[config.mk]
export PLATFORM = sky130hd
export DESIGN_NAME = line_buffer_ctrl
export DESIGN_NICKNAME = d
export VERILOG_FILES = /design/src/rtl/line_buffer_ctrl.sv
export SDC_FILE = /design/constraint.sdc
export NUM_CORES = 1
export LEC_CHECK = 0
export ABC_CLOCK_PERIOD_IN_PS = 8500
export BUFFER_PORTS_ARGS = -buffer_cell sky130_fd_sc_hd__buf_2
export CORE_MARGIN = 3
export CORE_UTILIZATION = 35
export DETAILED_ROUTE_END_ITERATION = 7
export PLACE_DENSITY = 0.64
export SLEW_MARGIN = 10
export SYNTH_ARGS = -nofsm -noshare
export SYNTH_HDL_FRONTEND = slang
export SYNTH_SLANG_ARGS = --single-unit
[constraint.sdc]
create_clock -name clk -period 8.5 [get_ports clk]
set_input_delay 1.7 -clock clk [delete_from_list [all_inputs] [get_ports clk]]
set_output_delay 1.7 -clock clk [all_outputs]
set_load 0.01 [all_outputs]
[src/rtl/line_buffer_ctrl.sv]
// Frame sequencer for a KSIZE-1 line-buffer chain feeding a KSIZE x KSIZE window stage.
// Tracks pixel coordinates and emits window strobes one cycle after each accepted pixel.
module line_buffer_ctrl #(
  parameter int KSIZE      = 3,
  parameter int MAX_WIDTH  = 2048,
  parameter int MAX_HEIGHT = 2048
) (
  input  logic        clk,
  input  logic        rst_n,
  input  logic [15:0] i_cfg_width,
  input  logic [15:0] i_cfg_height,
  input  logic        i_sof,
  input  logic        i_valid,
  output logic        o_lb_we,
  output logic [15:0] o_lb_width,
  output logic        o_win_valid,
  output logic [15:0] o_col,
  output logic [15:0] o_row,
  output logic        o_eol,
  output logic        o_eof,
  output logic        o_busy,
  output logic        o_cfg_err
);

  localparam logic [15:0] K    = 16'(KSIZE);
  localparam logic [15:0] KM1  = 16'(KSIZE - 1);
  localparam logic [15:0] MAXW = 16'(MAX_WIDTH);
  localparam logic [15:0] MAXH = 16'(MAX_HEIGHT);

  typedef enum logic [1:0] {IDLE, FILL, RUN} state_t;

  state_t      state;
  logic [15:0] col, row, width_q, height_q;
  logic        cfg_ok, sof_ok, sof_bad, accept;
  logic [15:0] pix_col, pix_row, w_eff, h_eff, row_next;
  logic        last_col, last_row;

  // An accepted SOF pixel is evaluated against the incoming geometry at (0,0).
  always_comb begin
    cfg_ok   = (i_cfg_width >= K) && (i_cfg_width <= MAXW) &&
               (i_cfg_height >= K) && (i_cfg_height <= MAXH);
    sof_ok   = i_valid & i_sof & cfg_ok;
    sof_bad  = i_valid & i_sof & ~cfg_ok;
    accept   = sof_ok | (i_valid & ~i_sof & (state != IDLE));
    pix_col  = sof_ok ? 16'd0 : col;
    pix_row  = sof_ok ? 16'd0 : row;
    w_eff    = sof_ok ? i_cfg_width  : width_q;
    h_eff    = sof_ok ? i_cfg_height : height_q;
    last_col = (pix_col == w_eff - 16'd1);
    last_row = (pix_row == h_eff - 16'd1);
    row_next = pix_row + 16'd1;
  end

  assign o_lb_we    = accept & rst_n;
  assign o_lb_width = width_q;

  always_ff @(posedge clk or negedge rst_n) begin
    if (!rst_n) begin
      state       <= IDLE;
      col         <= '0;
      row         <= '0;
      width_q     <= '0;
      height_q    <= '0;
      o_win_valid <= 1'b0;
      o_col       <= '0;
      o_row       <= '0;
      o_eol       <= 1'b0;
      o_eof       <= 1'b0;
      o_busy      <= 1'b0;
      o_cfg_err   <= 1'b0;
    end else begin
      o_win_valid <= 1'b0;
      o_eol       <= 1'b0;
      o_eof       <= 1'b0;
      o_cfg_err   <= 1'b0;
      if (sof_bad) begin
        state     <= IDLE;
        o_busy    <= 1'b0;
        col       <= '0;
        row       <= '0;
        o_cfg_err <= 1'b1;
      end else if (accept) begin
        if (sof_ok) begin
          width_q  <= i_cfg_width;
          height_q <= i_cfg_height;
        end
        o_col       <= pix_col;
        o_row       <= pix_row;
        o_win_valid <= (pix_row >= KM1) && (pix_col >= KM1);
        o_eol       <= last_col;
        o_eof       <= last_col && last_row;
        if (last_col && last_row) begin
          state  <= IDLE;
          o_busy <= 1'b0;
          col    <= '0;
          row    <= '0;
        end else if (last_col) begin
          col    <= '0;
          row    <= row_next;
          state  <= (row_next >= KM1) ? RUN : FILL;
          o_busy <= 1'b1;
        end else begin
          col    <= pix_col + 16'd1;
          row    <= pix_row;
          state  <= (pix_row >= KM1) ? RUN : FILL;
          o_busy <= 1'b1;
        end
      end
    end
  end

endmodule

==> metrics.txt <==
status=finished, final reports clean; yosys warns=0; most instantiated library cell after synthesis=nand2_1; Synth cell types=80; routability congestion estimate=0.920; Via density=5.59; Sw Ratio=26.0%; post-synthesis register bit count=103; DRC Markers=0; Yosys top cell by area=dfrtp_1; first-pass GRT wire length=34.0 mm; clock root buffer=clkbuf_16; power consumption=1020 uW; net switching power figure=266 uW; post-synthesis xor/xnor area fraction=5.52%; Max IR drop VDD=0.101 mV; drt total wl=20.6 mm; combined area of the multi-input logic cells=3940 um2; diodes inserted=0; Max Transition Viols Final=0; detailed-route via count=6546; Chip Height=146 um; commonest cells in the netlist=184 x nand2_1, 103 x dfrtp_1, 59 x a21oi_1; setup TNS=0 ns; Core Box Area=18900 um2; # fillers=2013; wire per inst=17.6 um; Max Cap Violations=0; Clk Latency, worst-skew pair=0.37 ns; Post-DRT Antenna Nets=0; sequential share of the synthesized area=37.8%; fin nets=949; global-route congestion overflow total=0; clock buffer depth=2; power share of the clock group=44.5%; WP data required=8.76 ns; endpoints failing setup=0; Tmin final=6.46 ns; syn avg cell area=8.00 um2; Int Pwr=757 uW; critical-path maximum fanout=16; CTS tree=built; Slew headroom=42.4%; Post-CTS Hold Buffers=0; FF+latch area=2580 um2; number of synthesized flops with an enable pin=0; H-tree levels=3; worst hold path type=reg2reg; hold slack final=0.502 ns; vias in the first global route=6293; count of final hold-check violations=0; Die X=146 um; share of layout cells above drive strength 1=16.1%; Ports=90; main combinational cell family by area after synthesis=simple AND/OR/NAND/NOR gates; post-CTS sizing=0; post-CTS setup buffer count=0; Gate power share=6.7%; initial antenna violation count=0; crit start category=input pin; CTS Sinks=103; Area Growth Syn to Fin=13.8%; worst setup margin=2.04 ns; Net Count, Synth=895; Mapped Area=6820 um2; Slew @ Worst Pin=0.859 ns; Initial Utilization=36.1%; clock skew=0.00985 ns; period utilization=76.0%; DRT Pass-1 Iters=5; Worst-path clk slew=0.08 ns; cell count after synthesis=852; Die ar.=21200 um2; Post-Synth Simple-Gate Area=31.6%; Adder-Cell Fraction of Synth Area=1.28%; Crit Path Class=in2reg; drt first-iter violations=739; CTS Buf Count=9; compound-gate portion of the synthesized area=17.7%; Pleak=0.00357 uW; Tot GR Track Use=19.5%; PortBufs=89; Max Freq=155 MHz; pin count of the biggest net entering global routing=59; mux cell area share after synthesis=1.52%; Synth async-reset ratio=100%; dpl hpwl=14.8 mm; dominant synthesized flop cell=dfrtp_1; Worst Path Arrival=6.73 ns; P per Cell Area=132 nW/um2; top cells by area, synth=dfrtp_1 38%, nand2_1 10%, a21oi_1 4.3%; Crit. End Element=flip-flop; Setup WS pre-CTS=1.64 ns; Yosys top cell area share=37.8%; Rows=50; sequential power share=48.8%; RSZ-0062 raised after global routing=no
[layer usage]
layer,wire length (um),vias to the layer above,global-route usage [%]
met3,1200,29,3.83
met4,332,0,4.70
met5,0,-,0
met1,9190,3145,26.3
li1,-,3155,-
met2,9850,217,32.5
[final cells by class]
type                       count  share of cell area, %
clock buffer                   9                   2.90
sequential                   103                   33.2
inverter                      22                   1.06
timing repair buffer          98                   6.64
multi-input combinational    672                   50.8
clock inverter                 7                   1.19
tap                          260                   4.19
[kinds of logic after synthesis]
logic type / Yosys count
AOI/OAI and AO/OA: 183
muxes: 10
xor gates and xnor gates: 43
DFF: 103
adders and majority gates: 7
and+or+nand+nor: 429
buffers and inverters: 77
[power by group through the flow]
stage	Sequential, uW	Clock (uW)	Combinational [uW]
3_3_place_gp	510	0	68.0
2_1_floorplan	510	0	30.5
4_1_cts	500	462	69.1
6_report	500	455	68.4
3_5_place_dp	510	0	68.8
5_1_grt	501	483	77.1
[per-stage QoR]
| step | instance area, um2 | utilization, % | instances |
|---|---|---|---|
| 2_1_floorplan | 6820 | - | 852 |
| 3_3_place_gp | 7440 | 39.4 | 1155 |
| 3_5_place_dp | 7440 | 39.4 | 1155 |
| 4_1_cts | 7760 | 41.1 | 1171 |
| 5_1_grt | 7760 | 41.1 | 1171 |
| 6_report | 7760 | 41.1 | 1171 |
[worst max-delay path, stage by stage]
cell and delay (ns):
buf_2 0.10, nor4_1 0.61, and3_1 0.36, a31oi_1 0.19, nor3_4 0.49, nor2_1 0.08
a21o_1 0.18, inv_1 0.06, ha_1 0.38, and2_1 0.22, a21boi_0 0.12, or4_1 0.51
or4_4 0.54, o41ai_4 0.42, nand2_2 0.28, o21a_1 0.28, a22o_1 0.20
[layout by cell type (no fill, tap or decap), types with 4 or more instances in the layout]
cell type  instances
a21boi_0           4
a21o_1             4
a21oi_1           59
a22o_1             4
a31oi_1           12
and2_1             8
and3_1             9
buf_2             88
buf_4             10
clkbuf_16          9
dfrtp_1          103
ha_1               7
inv_1             21
inv_6              4
mux2i_1            7
nand2_1          184
nand2b_1           5
nand3_1           35
nand4_1           22
nor2_1            44
nor2b_1           15
nor3_1            32
nor3b_1            4
nor4_1            24
o2111ai_1          5
o211ai_1           7
o21ai_0           41
o31ai_1            8
or2_2              5
or3_1             10
or4_1              5
xnor2_1           22
xor2_1            21
[worst paths after layout]
path / start / end / slack (ns) / cells past startpoint
max: i_cfg_width[10] / row[1] / 2.04 / 17
min: state[1] / state[1] / 0.50 / 1
max reg2reg: height_q[0] / row[1] / 4.60 / 13
min reg2reg: state[1] / state[1] / 0.50 / 1
max in group asynchronous: rst_n / height_q[13] / 5.97 / 2
min in group asynchronous: rst_n / o_lb_width[13] / 1.36 / 1
[registers in the layout (all words and copies together), names as in the netlist]
name         count
o_eol            1
col             16
o_row           16
o_busy           1
height_q        16
row             16
o_win_valid      1
o_eof            1
o_cfg_err        1
o_col           16
o_lb_width      16
state            2
Note: power is estimated with default switching activity, not from simulation.
